File: src/rtl/riscv_hazard_unit_pkg.sv
// Shared types and encodings for the pipeline hazard unit.
//   hzrd_state_t : mul/div occupancy FSM states
//   RESULT_*     : E-stage result source encodings (RESULT_MEM marks a load)
//   FWD_*        : E-stage operand forward selects
package riscv_hzrd_pkg;

  typedef enum logic [0:0] {
    S_IDLE = 1'b0,
    S_BUSY = 1'b1
  } hzrd_state_t;

  localparam logic [1:0] RESULT_ALU = 2'b00;
  localparam logic [1:0] RESULT_MEM = 2'b01;
  localparam logic [1:0] RESULT_PC4 = 2'b10;

  localparam logic [1:0] FWD_NONE = 2'b00;
  localparam logic [1:0] FWD_W    = 2'b01;
  localparam logic [1:0] FWD_M    = 2'b10;

endpackage

File: src/rtl/riscv_hazard_unit_if.sv
// Pipeline-side bundle of the hazard unit.
//   i_* : register addresses, write-back info, branch, mul/div and dcache status
//   o_* : hold enables (stall_*), bubble loads (flush_*), forward selects,
//         mul/div busy and watchdog timeout pulse
// slave  : the hazard unit (consumes i_*, drives o_*)
// master : the pipeline (drives i_*, consumes o_*)
interface riscv_hazard_unit_if;

  logic [4:0] i_riscv_hzrd_rs1addr_d;
  logic [4:0] i_riscv_hzrd_rs2addr_d;
  logic [4:0] i_riscv_hzrd_rs1addr_e;
  logic [4:0] i_riscv_hzrd_rs2addr_e;
  logic [4:0] i_riscv_hzrd_rdaddr_e;
  logic [1:0] i_riscv_hzrd_resultsrc_e;
  logic [4:0] i_riscv_hzrd_rdaddr_m;
  logic       i_riscv_hzrd_regwrite_m;
  logic [4:0] i_riscv_hzrd_rdaddr_w;
  logic       i_riscv_hzrd_regwrite_w;
  logic       i_riscv_hzrd_pcsrc_e;
  logic       i_riscv_hzrd_mdu_start_e;
  logic       i_riscv_hzrd_mdu_done;
  logic       i_riscv_hzrd_dcache_stall;

  logic       o_riscv_hzrd_stall_f;
  logic       o_riscv_hzrd_stall_d;
  logic       o_riscv_hzrd_stall_e;
  logic       o_riscv_hzrd_stall_m;
  logic       o_riscv_hzrd_stall_w;
  logic       o_riscv_hzrd_flush_d;
  logic       o_riscv_hzrd_flush_e;
  logic       o_riscv_hzrd_flush_m;
  logic [1:0] o_riscv_hzrd_fwda_e;
  logic [1:0] o_riscv_hzrd_fwdb_e;
  logic       o_riscv_hzrd_mdu_busy;
  logic       o_riscv_hzrd_mdu_timeout;

  modport slave (
    input  i_riscv_hzrd_rs1addr_d, i_riscv_hzrd_rs2addr_d,
           i_riscv_hzrd_rs1addr_e, i_riscv_hzrd_rs2addr_e,
           i_riscv_hzrd_rdaddr_e, i_riscv_hzrd_resultsrc_e,
           i_riscv_hzrd_rdaddr_m, i_riscv_hzrd_regwrite_m,
           i_riscv_hzrd_rdaddr_w, i_riscv_hzrd_regwrite_w,
           i_riscv_hzrd_pcsrc_e, i_riscv_hzrd_mdu_start_e,
           i_riscv_hzrd_mdu_done, i_riscv_hzrd_dcache_stall,
    output o_riscv_hzrd_stall_f, o_riscv_hzrd_stall_d, o_riscv_hzrd_stall_e,
           o_riscv_hzrd_stall_m, o_riscv_hzrd_stall_w,
           o_riscv_hzrd_flush_d, o_riscv_hzrd_flush_e, o_riscv_hzrd_flush_m,
           o_riscv_hzrd_fwda_e, o_riscv_hzrd_fwdb_e,
           o_riscv_hzrd_mdu_busy, o_riscv_hzrd_mdu_timeout
  );

  modport master (
    output i_riscv_hzrd_rs1addr_d, i_riscv_hzrd_rs2addr_d,
           i_riscv_hzrd_rs1addr_e, i_riscv_hzrd_rs2addr_e,
           i_riscv_hzrd_rdaddr_e, i_riscv_hzrd_resultsrc_e,
           i_riscv_hzrd_rdaddr_m, i_riscv_hzrd_regwrite_m,
           i_riscv_hzrd_rdaddr_w, i_riscv_hzrd_regwrite_w,
           i_riscv_hzrd_pcsrc_e, i_riscv_hzrd_mdu_start_e,
           i_riscv_hzrd_mdu_done, i_riscv_hzrd_dcache_stall,
    input  o_riscv_hzrd_stall_f, o_riscv_hzrd_stall_d, o_riscv_hzrd_stall_e,
           o_riscv_hzrd_stall_m, o_riscv_hzrd_stall_w,
           o_riscv_hzrd_flush_d, o_riscv_hzrd_flush_e, o_riscv_hzrd_flush_m,
           o_riscv_hzrd_fwda_e, o_riscv_hzrd_fwdb_e,
           o_riscv_hzrd_mdu_busy, o_riscv_hzrd_mdu_timeout
  );

endinterface

File: src/rtl/riscv_hazard_unit_fwd.sv
// Forwarding comparator for one E-stage source operand.
//   i_rs_e               : E-stage source register
//   i_rd_m/i_regwrite_m  : M-stage destination and write enable
//   i_rd_w/i_regwrite_w  : W-stage destination and write enable
//   o_fwd                : FWD_M, FWD_W or FWD_NONE (M wins over W, x0 never forwards)
module riscv_hzrd_fwd
  import riscv_hzrd_pkg::*;
(
  input  logic [4:0] i_rs_e,
  input  logic [4:0] i_rd_m,
  input  logic       i_regwrite_m,
  input  logic [4:0] i_rd_w,
  input  logic       i_regwrite_w,
  output logic [1:0] o_fwd
);

  always_comb begin
    o_fwd = FWD_NONE;
    if (i_regwrite_m && (i_rd_m != '0) && (i_rd_m == i_rs_e)) begin
      o_fwd = FWD_M;
    end else if (i_regwrite_w && (i_rd_w != '0) && (i_rd_w == i_rs_e)) begin
      o_fwd = FWD_W;
    end
  end

endmodule

File: src/rtl/riscv_hazard_unit.sv
// Pipeline hazard unit: hold enables and bubble loads for the F/D, D/E, E/M
// and M/W registers, plus E-stage forward selects.
//   i_riscv_hzrd_clk / i_riscv_hzrd_rst_n : clock, async active-low reset
//   hz (slave)                            : pipeline status in, controls out
// Priority: dcache freeze > mul/div hold > taken branch > load-use.
module riscv_hazard_unit
  import riscv_hzrd_pkg::*;
#(
  parameter int unsigned MDU_MAX_CYCLES = 70,
  parameter int unsigned CNT_W          = 7
) (
  input  logic                i_riscv_hzrd_clk,
  input  logic                i_riscv_hzrd_rst_n,
  riscv_hazard_unit_if.slave  hz
);

  hzrd_state_t      state_q, state_d;
  logic [CNT_W-1:0] cnt_q, cnt_d;
  logic             done_q, done_d;

  logic       frozen, finish, timeout, mdu_hold, load_use;
  logic [1:0] fwda, fwdb;

  riscv_hzrd_fwd u_fwd_a (
    .i_rs_e       (hz.i_riscv_hzrd_rs1addr_e),
    .i_rd_m       (hz.i_riscv_hzrd_rdaddr_m),
    .i_regwrite_m (hz.i_riscv_hzrd_regwrite_m),
    .i_rd_w       (hz.i_riscv_hzrd_rdaddr_w),
    .i_regwrite_w (hz.i_riscv_hzrd_regwrite_w),
    .o_fwd        (fwda)
  );

  riscv_hzrd_fwd u_fwd_b (
    .i_rs_e       (hz.i_riscv_hzrd_rs2addr_e),
    .i_rd_m       (hz.i_riscv_hzrd_rdaddr_m),
    .i_regwrite_m (hz.i_riscv_hzrd_regwrite_m),
    .i_rd_w       (hz.i_riscv_hzrd_rdaddr_w),
    .i_regwrite_w (hz.i_riscv_hzrd_regwrite_w),
    .o_fwd        (fwdb)
  );

  always_ff @(posedge i_riscv_hzrd_clk or negedge i_riscv_hzrd_rst_n) begin
    if (!i_riscv_hzrd_rst_n) begin
      state_q <= S_IDLE;
      cnt_q   <= '0;
      done_q  <= 1'b0;
    end else begin
      state_q <= state_d;
      cnt_q   <= cnt_d;
      done_q  <= done_d;
    end
  end

  // Mul/div occupancy FSM. A done that arrives during a cache freeze is
  // remembered in done_q so the op can release once the freeze lifts.
  always_comb begin
    state_d  = state_q;
    cnt_d    = cnt_q;
    done_d   = done_q;
    timeout  = 1'b0;
    mdu_hold = 1'b0;
    frozen   = hz.i_riscv_hzrd_dcache_stall;
    finish   = hz.i_riscv_hzrd_mdu_done || done_q;
    unique case (state_q)
      S_IDLE: begin
        done_d = 1'b0;
        if (hz.i_riscv_hzrd_mdu_start_e && !hz.i_riscv_hzrd_mdu_done) begin
          mdu_hold = 1'b1;
          if (!frozen) begin
            state_d = S_BUSY;
            cnt_d   = '0;
          end
        end
      end
      S_BUSY: begin
        timeout  = !frozen && !finish && (cnt_q == CNT_W'(MDU_MAX_CYCLES - 1));
        mdu_hold = !finish && !timeout;
        if (frozen) begin
          if (hz.i_riscv_hzrd_mdu_done) done_d = 1'b1;
        end else if (finish || timeout) begin
          state_d = S_IDLE;
          done_d  = 1'b0;
        end else begin
          cnt_d = cnt_q + 1'b1;
        end
      end
      default: state_d = S_IDLE;
    endcase
  end

  always_comb begin
    load_use = (hz.i_riscv_hzrd_resultsrc_e == RESULT_MEM) &&
               (hz.i_riscv_hzrd_rdaddr_e != '0) &&
               ((hz.i_riscv_hzrd_rdaddr_e == hz.i_riscv_hzrd_rs1addr_d) ||
                (hz.i_riscv_hzrd_rdaddr_e == hz.i_riscv_hzrd_rs2addr_d));

    hz.o_riscv_hzrd_stall_f     = 1'b0;
    hz.o_riscv_hzrd_stall_d     = 1'b0;
    hz.o_riscv_hzrd_stall_e     = 1'b0;
    hz.o_riscv_hzrd_stall_m     = 1'b0;
    hz.o_riscv_hzrd_stall_w     = 1'b0;
    hz.o_riscv_hzrd_flush_d     = 1'b0;
    hz.o_riscv_hzrd_flush_e     = 1'b0;
    hz.o_riscv_hzrd_flush_m     = 1'b0;
    hz.o_riscv_hzrd_fwda_e      = fwda;
    hz.o_riscv_hzrd_fwdb_e      = fwdb;
    hz.o_riscv_hzrd_mdu_busy    = (state_q == S_BUSY);
    hz.o_riscv_hzrd_mdu_timeout = timeout;

    if (frozen) begin
      hz.o_riscv_hzrd_stall_f = 1'b1;
      hz.o_riscv_hzrd_stall_d = 1'b1;
      hz.o_riscv_hzrd_stall_e = 1'b1;
      hz.o_riscv_hzrd_stall_m = 1'b1;
      hz.o_riscv_hzrd_stall_w = 1'b1;
    end else if (mdu_hold) begin
      hz.o_riscv_hzrd_stall_f = 1'b1;
      hz.o_riscv_hzrd_stall_d = 1'b1;
      hz.o_riscv_hzrd_stall_e = 1'b1;
      hz.o_riscv_hzrd_flush_m = 1'b1;
    end else if (hz.i_riscv_hzrd_pcsrc_e) begin
      hz.o_riscv_hzrd_flush_d = 1'b1;
      hz.o_riscv_hzrd_flush_e = 1'b1;
    end else if (load_use) begin
      hz.o_riscv_hzrd_stall_f = 1'b1;
      hz.o_riscv_hzrd_stall_d = 1'b1;
      hz.o_riscv_hzrd_flush_e = 1'b1;
    end

    // Combinational paths (forwarding, priority chain) must also read 0 in reset.
    if (!i_riscv_hzrd_rst_n) begin
      hz.o_riscv_hzrd_stall_f     = 1'b0;
      hz.o_riscv_hzrd_stall_d     = 1'b0;
      hz.o_riscv_hzrd_stall_e     = 1'b0;
      hz.o_riscv_hzrd_stall_m     = 1'b0;
      hz.o_riscv_hzrd_stall_w     = 1'b0;
      hz.o_riscv_hzrd_flush_d     = 1'b0;
      hz.o_riscv_hzrd_flush_e     = 1'b0;
      hz.o_riscv_hzrd_flush_m     = 1'b0;
      hz.o_riscv_hzrd_fwda_e      = FWD_NONE;
      hz.o_riscv_hzrd_fwdb_e      = FWD_NONE;
      hz.o_riscv_hzrd_mdu_busy    = 1'b0;
      hz.o_riscv_hzrd_mdu_timeout = 1'b0;
    end
  end

endmodule
File: src/flat_wrapper.sv
// flat-port wrapper written by rule: the top's interface ports become plain ports
module riscv_hazard_unit_flat import riscv_hzrd_pkg::*;
#(
  parameter int unsigned MDU_MAX_CYCLES = 70,
  parameter int unsigned CNT_W          = 7
)
  (i_riscv_hzrd_clk, i_riscv_hzrd_rst_n, hz_i_riscv_hzrd_rs1addr_d, hz_i_riscv_hzrd_rs2addr_d, hz_i_riscv_hzrd_rs1addr_e, hz_i_riscv_hzrd_rs2addr_e, hz_i_riscv_hzrd_rdaddr_e, hz_i_riscv_hzrd_resultsrc_e, hz_i_riscv_hzrd_rdaddr_m, hz_i_riscv_hzrd_regwrite_m, hz_i_riscv_hzrd_rdaddr_w, hz_i_riscv_hzrd_regwrite_w, hz_i_riscv_hzrd_pcsrc_e, hz_i_riscv_hzrd_mdu_start_e, hz_i_riscv_hzrd_mdu_done, hz_i_riscv_hzrd_dcache_stall, hz_o_riscv_hzrd_stall_f, hz_o_riscv_hzrd_stall_d, hz_o_riscv_hzrd_stall_e, hz_o_riscv_hzrd_stall_m, hz_o_riscv_hzrd_stall_w, hz_o_riscv_hzrd_flush_d, hz_o_riscv_hzrd_flush_e, hz_o_riscv_hzrd_flush_m, hz_o_riscv_hzrd_fwda_e, hz_o_riscv_hzrd_fwdb_e, hz_o_riscv_hzrd_mdu_busy, hz_o_riscv_hzrd_mdu_timeout);
  riscv_hazard_unit_if hz_i ();
  input  logic i_riscv_hzrd_clk;
  input  logic i_riscv_hzrd_rst_n;
  input wire logic [$bits(hz_i.i_riscv_hzrd_rs1addr_d)-1:0] hz_i_riscv_hzrd_rs1addr_d;
  input wire logic [$bits(hz_i.i_riscv_hzrd_rs2addr_d)-1:0] hz_i_riscv_hzrd_rs2addr_d;
  input wire logic [$bits(hz_i.i_riscv_hzrd_rs1addr_e)-1:0] hz_i_riscv_hzrd_rs1addr_e;
  input wire logic [$bits(hz_i.i_riscv_hzrd_rs2addr_e)-1:0] hz_i_riscv_hzrd_rs2addr_e;
  input wire logic [$bits(hz_i.i_riscv_hzrd_rdaddr_e)-1:0] hz_i_riscv_hzrd_rdaddr_e;
  input wire logic [$bits(hz_i.i_riscv_hzrd_resultsrc_e)-1:0] hz_i_riscv_hzrd_resultsrc_e;
  input wire logic [$bits(hz_i.i_riscv_hzrd_rdaddr_m)-1:0] hz_i_riscv_hzrd_rdaddr_m;
  input wire logic [$bits(hz_i.i_riscv_hzrd_regwrite_m)-1:0] hz_i_riscv_hzrd_regwrite_m;
  input wire logic [$bits(hz_i.i_riscv_hzrd_rdaddr_w)-1:0] hz_i_riscv_hzrd_rdaddr_w;
  input wire logic [$bits(hz_i.i_riscv_hzrd_regwrite_w)-1:0] hz_i_riscv_hzrd_regwrite_w;
  input wire logic [$bits(hz_i.i_riscv_hzrd_pcsrc_e)-1:0] hz_i_riscv_hzrd_pcsrc_e;
  input wire logic [$bits(hz_i.i_riscv_hzrd_mdu_start_e)-1:0] hz_i_riscv_hzrd_mdu_start_e;
  input wire logic [$bits(hz_i.i_riscv_hzrd_mdu_done)-1:0] hz_i_riscv_hzrd_mdu_done;
  input wire logic [$bits(hz_i.i_riscv_hzrd_dcache_stall)-1:0] hz_i_riscv_hzrd_dcache_stall;
  output wire logic [$bits(hz_i.o_riscv_hzrd_stall_f)-1:0] hz_o_riscv_hzrd_stall_f;
  output wire logic [$bits(hz_i.o_riscv_hzrd_stall_d)-1:0] hz_o_riscv_hzrd_stall_d;
  output wire logic [$bits(hz_i.o_riscv_hzrd_stall_e)-1:0] hz_o_riscv_hzrd_stall_e;
  output wire logic [$bits(hz_i.o_riscv_hzrd_stall_m)-1:0] hz_o_riscv_hzrd_stall_m;
  output wire logic [$bits(hz_i.o_riscv_hzrd_stall_w)-1:0] hz_o_riscv_hzrd_stall_w;
  output wire logic [$bits(hz_i.o_riscv_hzrd_flush_d)-1:0] hz_o_riscv_hzrd_flush_d;
  output wire logic [$bits(hz_i.o_riscv_hzrd_flush_e)-1:0] hz_o_riscv_hzrd_flush_e;
  output wire logic [$bits(hz_i.o_riscv_hzrd_flush_m)-1:0] hz_o_riscv_hzrd_flush_m;
  output wire logic [$bits(hz_i.o_riscv_hzrd_fwda_e)-1:0] hz_o_riscv_hzrd_fwda_e;
  output wire logic [$bits(hz_i.o_riscv_hzrd_fwdb_e)-1:0] hz_o_riscv_hzrd_fwdb_e;
  output wire logic [$bits(hz_i.o_riscv_hzrd_mdu_busy)-1:0] hz_o_riscv_hzrd_mdu_busy;
  output wire logic [$bits(hz_i.o_riscv_hzrd_mdu_timeout)-1:0] hz_o_riscv_hzrd_mdu_timeout;
  assign hz_i.i_riscv_hzrd_rs1addr_d = hz_i_riscv_hzrd_rs1addr_d;
  assign hz_i.i_riscv_hzrd_rs2addr_d = hz_i_riscv_hzrd_rs2addr_d;
  assign hz_i.i_riscv_hzrd_rs1addr_e = hz_i_riscv_hzrd_rs1addr_e;
  assign hz_i.i_riscv_hzrd_rs2addr_e = hz_i_riscv_hzrd_rs2addr_e;
  assign hz_i.i_riscv_hzrd_rdaddr_e = hz_i_riscv_hzrd_rdaddr_e;
  assign hz_i.i_riscv_hzrd_resultsrc_e = hz_i_riscv_hzrd_resultsrc_e;
  assign hz_i.i_riscv_hzrd_rdaddr_m = hz_i_riscv_hzrd_rdaddr_m;
  assign hz_i.i_riscv_hzrd_regwrite_m = hz_i_riscv_hzrd_regwrite_m;
  assign hz_i.i_riscv_hzrd_rdaddr_w = hz_i_riscv_hzrd_rdaddr_w;
  assign hz_i.i_riscv_hzrd_regwrite_w = hz_i_riscv_hzrd_regwrite_w;
  assign hz_i.i_riscv_hzrd_pcsrc_e = hz_i_riscv_hzrd_pcsrc_e;
  assign hz_i.i_riscv_hzrd_mdu_start_e = hz_i_riscv_hzrd_mdu_start_e;
  assign hz_i.i_riscv_hzrd_mdu_done = hz_i_riscv_hzrd_mdu_done;
  assign hz_i.i_riscv_hzrd_dcache_stall = hz_i_riscv_hzrd_dcache_stall;
  assign hz_o_riscv_hzrd_stall_f = hz_i.o_riscv_hzrd_stall_f;
  assign hz_o_riscv_hzrd_stall_d = hz_i.o_riscv_hzrd_stall_d;
  assign hz_o_riscv_hzrd_stall_e = hz_i.o_riscv_hzrd_stall_e;
  assign hz_o_riscv_hzrd_stall_m = hz_i.o_riscv_hzrd_stall_m;
  assign hz_o_riscv_hzrd_stall_w = hz_i.o_riscv_hzrd_stall_w;
  assign hz_o_riscv_hzrd_flush_d = hz_i.o_riscv_hzrd_flush_d;
  assign hz_o_riscv_hzrd_flush_e = hz_i.o_riscv_hzrd_flush_e;
  assign hz_o_riscv_hzrd_flush_m = hz_i.o_riscv_hzrd_flush_m;
  assign hz_o_riscv_hzrd_fwda_e = hz_i.o_riscv_hzrd_fwda_e;
  assign hz_o_riscv_hzrd_fwdb_e = hz_i.o_riscv_hzrd_fwdb_e;
  assign hz_o_riscv_hzrd_mdu_busy = hz_i.o_riscv_hzrd_mdu_busy;
  assign hz_o_riscv_hzrd_mdu_timeout = hz_i.o_riscv_hzrd_mdu_timeout;
  riscv_hazard_unit #(.MDU_MAX_CYCLES(MDU_MAX_CYCLES), .CNT_W(CNT_W)) u_core (.i_riscv_hzrd_clk(i_riscv_hzrd_clk), .i_riscv_hzrd_rst_n(i_riscv_hzrd_rst_n), .hz(hz_i));
endmodule
File: config.mk
export PLATFORM = sky130hd
export DESIGN_NAME = riscv_hazard_unit_flat
export DESIGN_NICKNAME = d
export VERILOG_FILES = /design/src/rtl/riscv_hazard_unit_pkg.sv /design/src/rtl/riscv_hazard_unit_if.sv /design/src/rtl/riscv_hazard_unit_fwd.sv /design/src/rtl/riscv_hazard_unit.sv /design/src/flat_wrapper.sv
export SDC_FILE = /design/constraint.sdc
export NUM_CORES = 1
export LEC_CHECK = 0
export ABC_AREA = 1
export CORE_MARGIN = 4
export CORE_UTILIZATION = 37
export DETAILED_ROUTE_END_ITERATION = 7
export PLACE_DENSITY = 0.83
export SLEW_MARGIN = 20
export SYNTH_ARGS = -nofsm -noshare
export SYNTH_HDL_FRONTEND = slang
export SYNTH_SLANG_ARGS = --single-unit
File: constraint.sdc
create_clock -name i_riscv_hzrd_clk -period 1.3 [get_ports i_riscv_hzrd_clk]
set_input_delay 0.13 -clock i_riscv_hzrd_clk [delete_from_list [all_inputs] [get_ports i_riscv_hzrd_clk]]
set_output_delay 0.13 -clock i_riscv_hzrd_clk [all_outputs]
set_load 0.005 [all_outputs]
## Word-level counts from Yosys, hierarchy flattened

Index checks and enable logic that the tools add are counted.

| storage, ports and cells | value |
|---|---|
| bits in registers | 9 |
| bits of input ports | 45 |
| output and inout port bits | 14 |

| operators by class | value |
|---|---|
| add/subtract/negate cells | 1 |
| equality and inequality tests | 14 |
| muxes and demuxes | 45 |
| bitwise operators | 1 |
| reductions and logical operators | 24 |

Operators by type and width:

| kind | number |
|---|---|
| 1-bit 2-to-1 mux | 33 |
| 5-bit equality test | 6 |
| 7-bit 2-to-1 mux | 4 |
| 5-bit nonzero test | 3 |
| 7-bit case mux with 2 select lines | 1 |
| 1-bit logical AND | 12 |
| 2-bit 2-to-1 mux | 4 |
| 7-bit by 1-bit adder with 7-bit output, second input constant | 1 |
| 7-bit equality test, second input constant | 1 |
| 2-bit != test, second input constant | 3 |
| 3-bit != test, second input constant | 2 |
| 1-bit case mux with 2 select lines | 3 |
| 1-bit logical NOT | 4 |
| 4-bit AND reduction | 1 |
| 1-bit logical OR | 3 |
| 2-bit by 1-bit equality test with 1-bit output, second input constant | 1 |
| 2-bit by 1-bit != test with 1-bit output, second input constant | 1 |
| 2-bit AND reduction | 1 |
| 1-bit NOT | 1 |

## Logic depth before layout (Yosys ltp)

Gate-level depths: netlist (run 1).

| depth | value |
|---|---|
| depth in word-level cells | 10 |
| mapped depth | 9 |
| gate-level depth less buffers | 9 |

## By module

Synthesis (run 1) repeated with hierarchy kept, for this count alone.

| unflattened totals | value |
|---|---|
| cells, all modules | 238 |
| area total of the unflattened synthesis | 1266.2 µm² |

By module, submodules not included:

| module | times used | cells each | area an instance (µm²) |
|---|---|---|---|
| riscv_hazard_unit | 1 | 138 | 838.3 |
| riscv_hzrd_fwd | 2 | 50 | 214.0 |

## Least setup slack after synthesis (run 1)

Ideal clock, no wire load.

| timing | value |
|---|---|
| path type | register to output |
| from | register u_core.cnt_q[1] |
| to | output hz_o_riscv_hzrd_stall_f |
| arrival time | 1.178 ns |
| required time | 1.170 ns |
| path slack | -0.008 ns |
| stages on the path, launching flop included | 9 |
| buffers on the path | 1 |
| cells stage by stage | dfrtp_1 inv_1 ha_1 nand4_2 nand2_2 nand2_1 nand2_1 o21ai_1 buf_4 |

| on the way | value |
|---|---|
| word-level cells in the longest chain between the ends | 8 |

Ends and longest elaborated chain:

| what | line | source |
|---|---|---|
| start: declaration | riscv_hazard_unit.sv:18 | `logic [CNT_W-1:0] cnt_q, cnt_d;` |
| start signal: assignment | riscv_hazard_unit.sv:49 | `cnt_q <= cnt_d;` |
| 7-bit equality test | riscv_hazard_unit.sv:76 | `timeout = !frozen && !finish && (cnt_q == CNT_W'(MDU_MAX_CYCLES - 1));` |
| 1-bit logical AND | riscv_hazard_unit.sv:76 |  |
| 1-bit logical NOT | riscv_hazard_unit.sv:77 | `mdu_hold = !finish && !timeout;` |
| 1-bit logical AND | riscv_hazard_unit.sv:77 |  |
| 1-bit case mux with 2 select lines | riscv_hazard_unit.sv:64 | `unique case (state_q)` |
| 1-bit 2-to-1 mux (3 in series) | n/a |  |
| end: declaration | flat_wrapper.sv:25 | `output wire logic [$bits(hz_i.o_riscv_hzrd_stall_f)-1:0] hz_o_riscv_hzrd_stall_f;` |

Every way passes these cells.

## Final worst setup path (run 1)

| timing | value |
|---|---|
| from | register u_core.cnt_q[6] |
| to | output hz_o_riscv_hzrd_flush_e |

| on the way | value |
|---|---|
| word-level cells in the longest chain between the ends | 8 |

Ends and longest elaborated chain:

| what | line | source |
|---|---|---|
| 7-bit equality test | riscv_hazard_unit.sv:76 |  |
| 1-bit logical AND | riscv_hazard_unit.sv:76 |  |
| 1-bit logical NOT | riscv_hazard_unit.sv:77 |  |
| 1-bit logical AND | riscv_hazard_unit.sv:77 |  |
| 1-bit case mux with 2 select lines | riscv_hazard_unit.sv:64 |  |
| 1-bit 2-to-1 mux | riscv_hazard_unit.sv:116 | `end else if (mdu_hold) begin` |
| 1-bit 2-to-1 mux | riscv_hazard_unit.sv:110 | `if (frozen) begin` |
| 1-bit 2-to-1 mux | riscv_hazard_unit.sv:131 | `if (!i_riscv_hzrd_rst_n) begin` |
| end: declaration | flat_wrapper.sv:31 | `output wire logic [$bits(hz_i.o_riscv_hzrd_flush_e)-1:0] hz_o_riscv_hzrd_flush_e;` |

Every way passes these cells.

==> results of run 1 <==
final cells by class:
cell class	instances	area, um^2
repair buffers	90	754.5
fillers	252	890.9
well taps	44	55.05
multi-input cells	155	988.4
clock buffers	4	26.28
inverters	30	112.6
flip-flops and latches	9	225.2
sequential cells by signal, summed over array words and instances (netlist names):
register / count
u_core.cnt_q: 7
u_core.done_q: 1
u_core.state_q: 1
routing by layer:
layer  up-vias  wire (um)  global-route usage
li1        780          -                   -
met1       684       1593              0.2193
met2        63       1903              0.3183
met3         8        296             0.02946
met4         0         59             0.05541
met5         -          0                   0
logic make-up (layout without fill, tap and decap cells):
family / after synthesis / after routing / synth area share
AND/OR/NAND/NOR: 126 / 126 / 0.4958
buffers and inverters: 32 / 124 / 0.1074
XOR/XNOR: 23 / 23 / 0.1695
flip-flops: 9 / 9 / 0.1895
AO/OA/AOI/OAI: 4 / 4 / 0.01683
adder cells (fa/ha/maj): 2 / 2 / 0.02105
per-stage QoR:
step           hold slack, ps  utilization  instances  worst slack (ps)
2_1_floorplan          -165.6            -        196            -7.586
3_3_place_gp            526.1       0.6492        319            -617.2
3_5_place_dp            528.9       0.6492        319            -651.7
4_1_cts                 120.4       0.6844        328            -309.3
5_1_grt                 378.5       0.7082        332            -370.4
6_report                342.0       0.7082        332            -300.1
placed cells by master (no fill, tap or decap), drive strengths merged:
cell type / count
nand2: 57
buf: 43
nor2: 37
inv: 30
nand3: 20
clkdlybuf4s50: 19
xor2: 16
clkbuf: 12
dfrtp: 9
clkdlybuf4s15: 8
xnor2: 7
nor3: 6
dlymetal6s2s: 5
dlygate4sd2: 4
dlygate4sd3: 3
a21oi: 2
o21ai: 2
nor3b: 2
ha: 2
or2: 1
nor2b: 1
nand4: 1
nand3b: 1
where the power goes:
part           internal (mW)  switching, mW  leakage (nW)
registers              0.326         0.0301         0.122
clock network          0.119          0.109        0.0150
logic                  0.416          0.425          1.08
worst max-delay path: stages (launching register included):
cell     delay [ps]
dfrtp_1         360
inv_2            50
nor3_4          200
nand4_4         150
nand2_4         110
nand3_4          70
a21oi_2         120
buf_2           130
what timing repair did:
item,in CTS,in global routing
hold buffers,2,1
buffers inserted,4,3
pin swaps,17,25
gates resized for setup,107,50
endpoints found under the setup margin,21,21
endpoints found under the hold margin,5,4
path summary, 6_finish.rpt:
path	cells past startpoint	slack, ps	to	start
hold / removal	4	340	u_core.done_q$_DFFE_PN0P_	hz_i_riscv_hzrd_dcache_stall
setup reg to reg	9	-130	u_core.cnt_q[1]$_DFFE_PN0P_	u_core.cnt_q[6]$_DFFE_PN0P_
max in group asynchronous	4	690	u_core.cnt_q[2]$_DFFE_PN0P_	i_riscv_hzrd_rst_n
setup / recovery	7	-300	hz_o_riscv_hzrd_flush_e	u_core.cnt_q[6]$_DFFE_PN0P_
hold reg to reg	3	640	u_core.cnt_q[3]$_DFFE_PN0P_	u_core.cnt_q[3]$_DFFE_PN0P_
min in group asynchronous	3	370	u_core.state_q$_DFF_PN0_	i_riscv_hzrd_rst_n
==> flow_summary.toml, run 1 <==
[clocking]
cts_inserted_buffers = 3
cts_sinks = 9
clk_pin_slew_ps = 70
cts_tree = "built"
h-tree-depth = 1
cts_max_path_buffers = 2
clockRootBuffer = "clkbuf_4"
clock_latency_ps = 260

[synthesis]
ys_ff_latch = 9
syn_area_mm2 = 0.001189
synthTopCellsByCount = "53 x nand2_1, 34 x nor2_1, 27 x inv_1, 18 x nand3_1, 16 x xor2_1"
synth_edf_count = 0
postSynthCellCount = 196
yosys_warnings = 0
yosysMostFrequentCell = "nand2_1"
syn_nets = 243
synthArstFlopShare = 1.000
synthFlopType = "dfrtp_1"
synth.largest_area_cell = "dfrtp_1"
syn_avg_cell_area_um2 = 6.064
ys_types = 26
yosysSeqAreaShare = 0.1895
synth_top_area_share = 0.1895
synth_area_leaders = "dfrtp_1 19%, nand2_1 17%, xor2_1 12%, nor2_1 11%, inv_1 8.5%"

[floorplanning]
die_w_um = 64.68
start_util = 0.3893
coreArea_mm2 = 0.003053
fp.dieArea_mm2 = 0.004184
pin_count = 59
rows = 20
fp.dieH_um = 64.68

[placement]
io_buffers = 58
place_hpwl_mm = 2.796
gp_congestion = 0.8461
placed_area_mm2 = 0.001982

[detailed_routing]
vias_per_cell = 4.623
antenna_left = 0
drt_first_pass_iters = 4
drc_errors = 0
via_count = 1535
drt-initial-drc-count = 71
wl_per_cell_um = 11.61
totalWireLength_mm = 3.853

[flow_run]
maxCapViolations = 0

[critical_path]
arrival_ps = 1470
critPathMaxFanout = 3
worst-setup-path-type = "flip-flop to output port"
crit_path_start_kind = "flip-flop"
worst_ep_required_time_ps = 1170
critPathCaptureType = "output port"

[finish]
area_growth_pct = 81.89
final_nets = 336
final_area_mm2 = 0.002162
drive_gt1_frac = 0.3611
antenna_cells = 0

[global_route]
grt_pass1_wl_mm = 6.051
grt_max_degree = 10
grt_pass1_vias = 1439
grt.total_usage = 0.1790
gr-total-overflow = 0
grt_antenna_before_repair = 0

[timing]
setup_total_negative_slack_ps = -2664
period_needed_ps = 1600
fin_ws_ps = -300.1
worst_slew_pin_slew_ps = 398.3
rsz0062_at_grt = "true"
hold_violations = 0
finalMaxSlewViolations = 0
finalCritPeriodShare = 1.231
finClkSkew_ps = 0.4244
max_freq_ghz = 0.6249
relSlewSlack = 0.7324
setup_violations = 15

[run_status]
status = "finished with violations"
failed_checks = "negative setup slack"

[power_and_ir_drop]
powerDensity_mw_per_mm2 = 659.2
peakVddDrop_mv = 0.2677
p_leak_nw = 1.212
power_mw = 1.425

[hold_path]
hold_path.class = "input pin to flip-flop"
No activity file was read; power rests on OpenSTA's default activity.
==> run 2: changes to the inputs <==
Settings changed: CELL_PAD_IN_SITES_DETAIL_PLACEMENT from default to 2, CELL_PAD_IN_SITES_GLOBAL_PLACEMENT from default to 2, CORE_UTILIZATION 37 to 17, PLACE_DENSITY 0.83 to 0.79.
==> run 2 against run 1 <==
Compared with the run above:
- the run still ends with negative setup slack left
- first-iteration DRC count down 58%
- sequential power about the same
- core utilization down 37 points
- worst hold slack better by 110 ps
- sequential cell count unchanged
- clock power up 50%
==> flow_summary.toml, run 2 (synthesized netlist as in run 1, its figures left out) <==
[detailed_routing]
wl_per_cell_um = 14.88
totalWireLength_mm = 5.745
drt-initial-drc-count = 30
drc_errors = 0
vias_per_cell = 4.158
via_count = 1605
antenna_left = 0
drt_first_pass_iters = 2

[critical_path]
arrival_ps = 1570
critPathCaptureType = "output port"
worst-setup-path-type = "flip-flop to output port"
crit_path_start_kind = "flip-flop"
worst_ep_required_time_ps = 1170
critPathMaxFanout = 3

[clocking]
clockRootBuffer = "clkbuf_8"
cts_inserted_buffers = 3
h-tree-depth = 1
cts_sinks = 9
cts_max_path_buffers = 2
clock_latency_ps = 240
clk_pin_slew_ps = 50
cts_tree = "built"

[placement]
place_hpwl_mm = 4.094
gp_congestion = 0.7480
dp_cells = 367
io_buffers = 58
placed_area_mm2 = 0.002017
dp_slack_ps = -767.6

[power_and_ir_drop]
powerDensity_mw_per_mm2 = 699.9
p_leak_nw = 1.233
power_mw = 1.613
peakVddDrop_mv = 0.2516

[floorplanning]
die_w_um = 91.62
fp.dieH_um = 91.62
coreArea_mm2 = 0.006794
rows = 30
start_util = 0.1750
pin_count = 59
fp.dieArea_mm2 = 0.008394

[global_route]
grt.total_usage = 0.1285
grt_antenna_before_repair = 0
gr-total-overflow = 0
grt_pass1_wl_mm = 8.735
grt_max_degree = 10
grt_pass1_vias = 1827

[timing]
whs_ps = 450.9
setup_total_negative_slack_ps = -3628
rsz0062_at_grt = "true"
relSlewSlack = 0.8350
fin_ws_ps = -403.3
hold_violations = 0
finalCritPeriodShare = 1.310
finalMaxSlewViolations = 0
setup_violations = 14
worst_slew_pin_slew_ps = 245.6
finClkSkew_ps = 2.971
period_needed_ps = 1703
max_freq_ghz = 0.5871

[finish]
final_common_cell = "nand2_1"
final_cell_mix = "41 x nand2_1, 26 x inv_1, 26 x nor2_1, 25 x buf_4"
final_area_mm2 = 0.002305
largest_register = "u_core.cnt_q"
antenna_cells = 0
largestRegisters = "u_core.cnt_q: 7 flops, u_core.done_q: 1 flops, u_core.state_q: 1 flops"
utilization = 0.3392
area_growth_pct = 93.89
final_nets = 338
drive_gt1_frac = 0.3931
final-instance-count-excl-fill = 386
largest_reg_flops = 7

[run_status]
status = "finished with violations"
failed_checks = "negative setup slack"

[hold_path]
hold_path.class = "input pin to flip-flop"

[flow_run]
maxCapViolations = 0
[run 2: cell count changes in the layout (fill, tap and decap cells not counted), sizes merged]
| cell | previous run | this run |
|---|---|---|
| dlymetal6s2s | 5 | 4 |
| dlygate4sd2 | 4 | 7 |
| dlygate4sd3 | 3 | 2 |
| clkdlybuf4s50 | 19 | 16 |
| clkdlybuf4s15 | 8 | 6 |
| buf | 43 | 49 |
[run 2: final timing paths]
check,startpoint,end,slack (ps),depth (start not counted)
worst max-delay path,u_core.cnt_q[5]$_DFFE_PN0P_,hz_o_riscv_hzrd_flush_e,-400,7
worst min-delay path,hz_i_riscv_hzrd_dcache_stall,u_core.state_q$_DFF_PN0_,450,4
worst max register to register,u_core.cnt_q[5]$_DFFE_PN0P_,u_core.cnt_q[6]$_DFFE_PN0P_,-220,8
worst min register to register,u_core.done_q$_DFFE_PN0P_,u_core.done_q$_DFFE_PN0P_,540,2
max in group asynchronous,i_riscv_hzrd_rst_n,u_core.cnt_q[1]$_DFFE_PN0P_,600,3
min in group asynchronous,i_riscv_hzrd_rst_n,u_core.cnt_q[4]$_DFFE_PN0P_,470,3
[run 2: cell type report]
class / instances / area, um^2
multi-input combinational: 155 / 1033
timing repair buffer: 92 / 768.2
inverter: 30 / 112.6
fill: 808 / 4489
clock buffer: 4 / 45.04
tap: 96 / 120.1
sequential: 9 / 225.2
[run 2: timing repair]
action | in CTS | in global routing
pin swaps | 33 | 29
gates cloned | 0 | 0
hold endpoints to repair | 0 | 9
setup endpoints to repair | 21 | 22
hold buffers | 0 | 2
buffers inserted | 11 | 5
resized for setup | 132 | 43
[run 2: routing by layer]
metal | routed length (um) | GRT usage | vias to the layer above
met5 | 0 | 0 | -
met4 | 65 | 0.03392 | 0
met3 | 334 | 0.02707 | 4
met2 | 3032 | 0.2453 | 55
met1 | 2312 | 0.1421 | 762
li1 | - | - | 784
[run 2: power breakdown]
group	leakage (nW)	switching [mW]	internal (mW)
logic	1.09	0.477	0.434
registers	0.122	0.0328	0.327
clock network	0.0228	0.127	0.215
total	1.23	0.637	0.976
[run 2: critical path: stages (launching register included)]
cell	delay, ps
dfrtp_1	420
nor3_4	230
nand4_4	160
nand2_2	110
buf_6	110
nand3_4	70
a21oi_2	120
buf_2	130
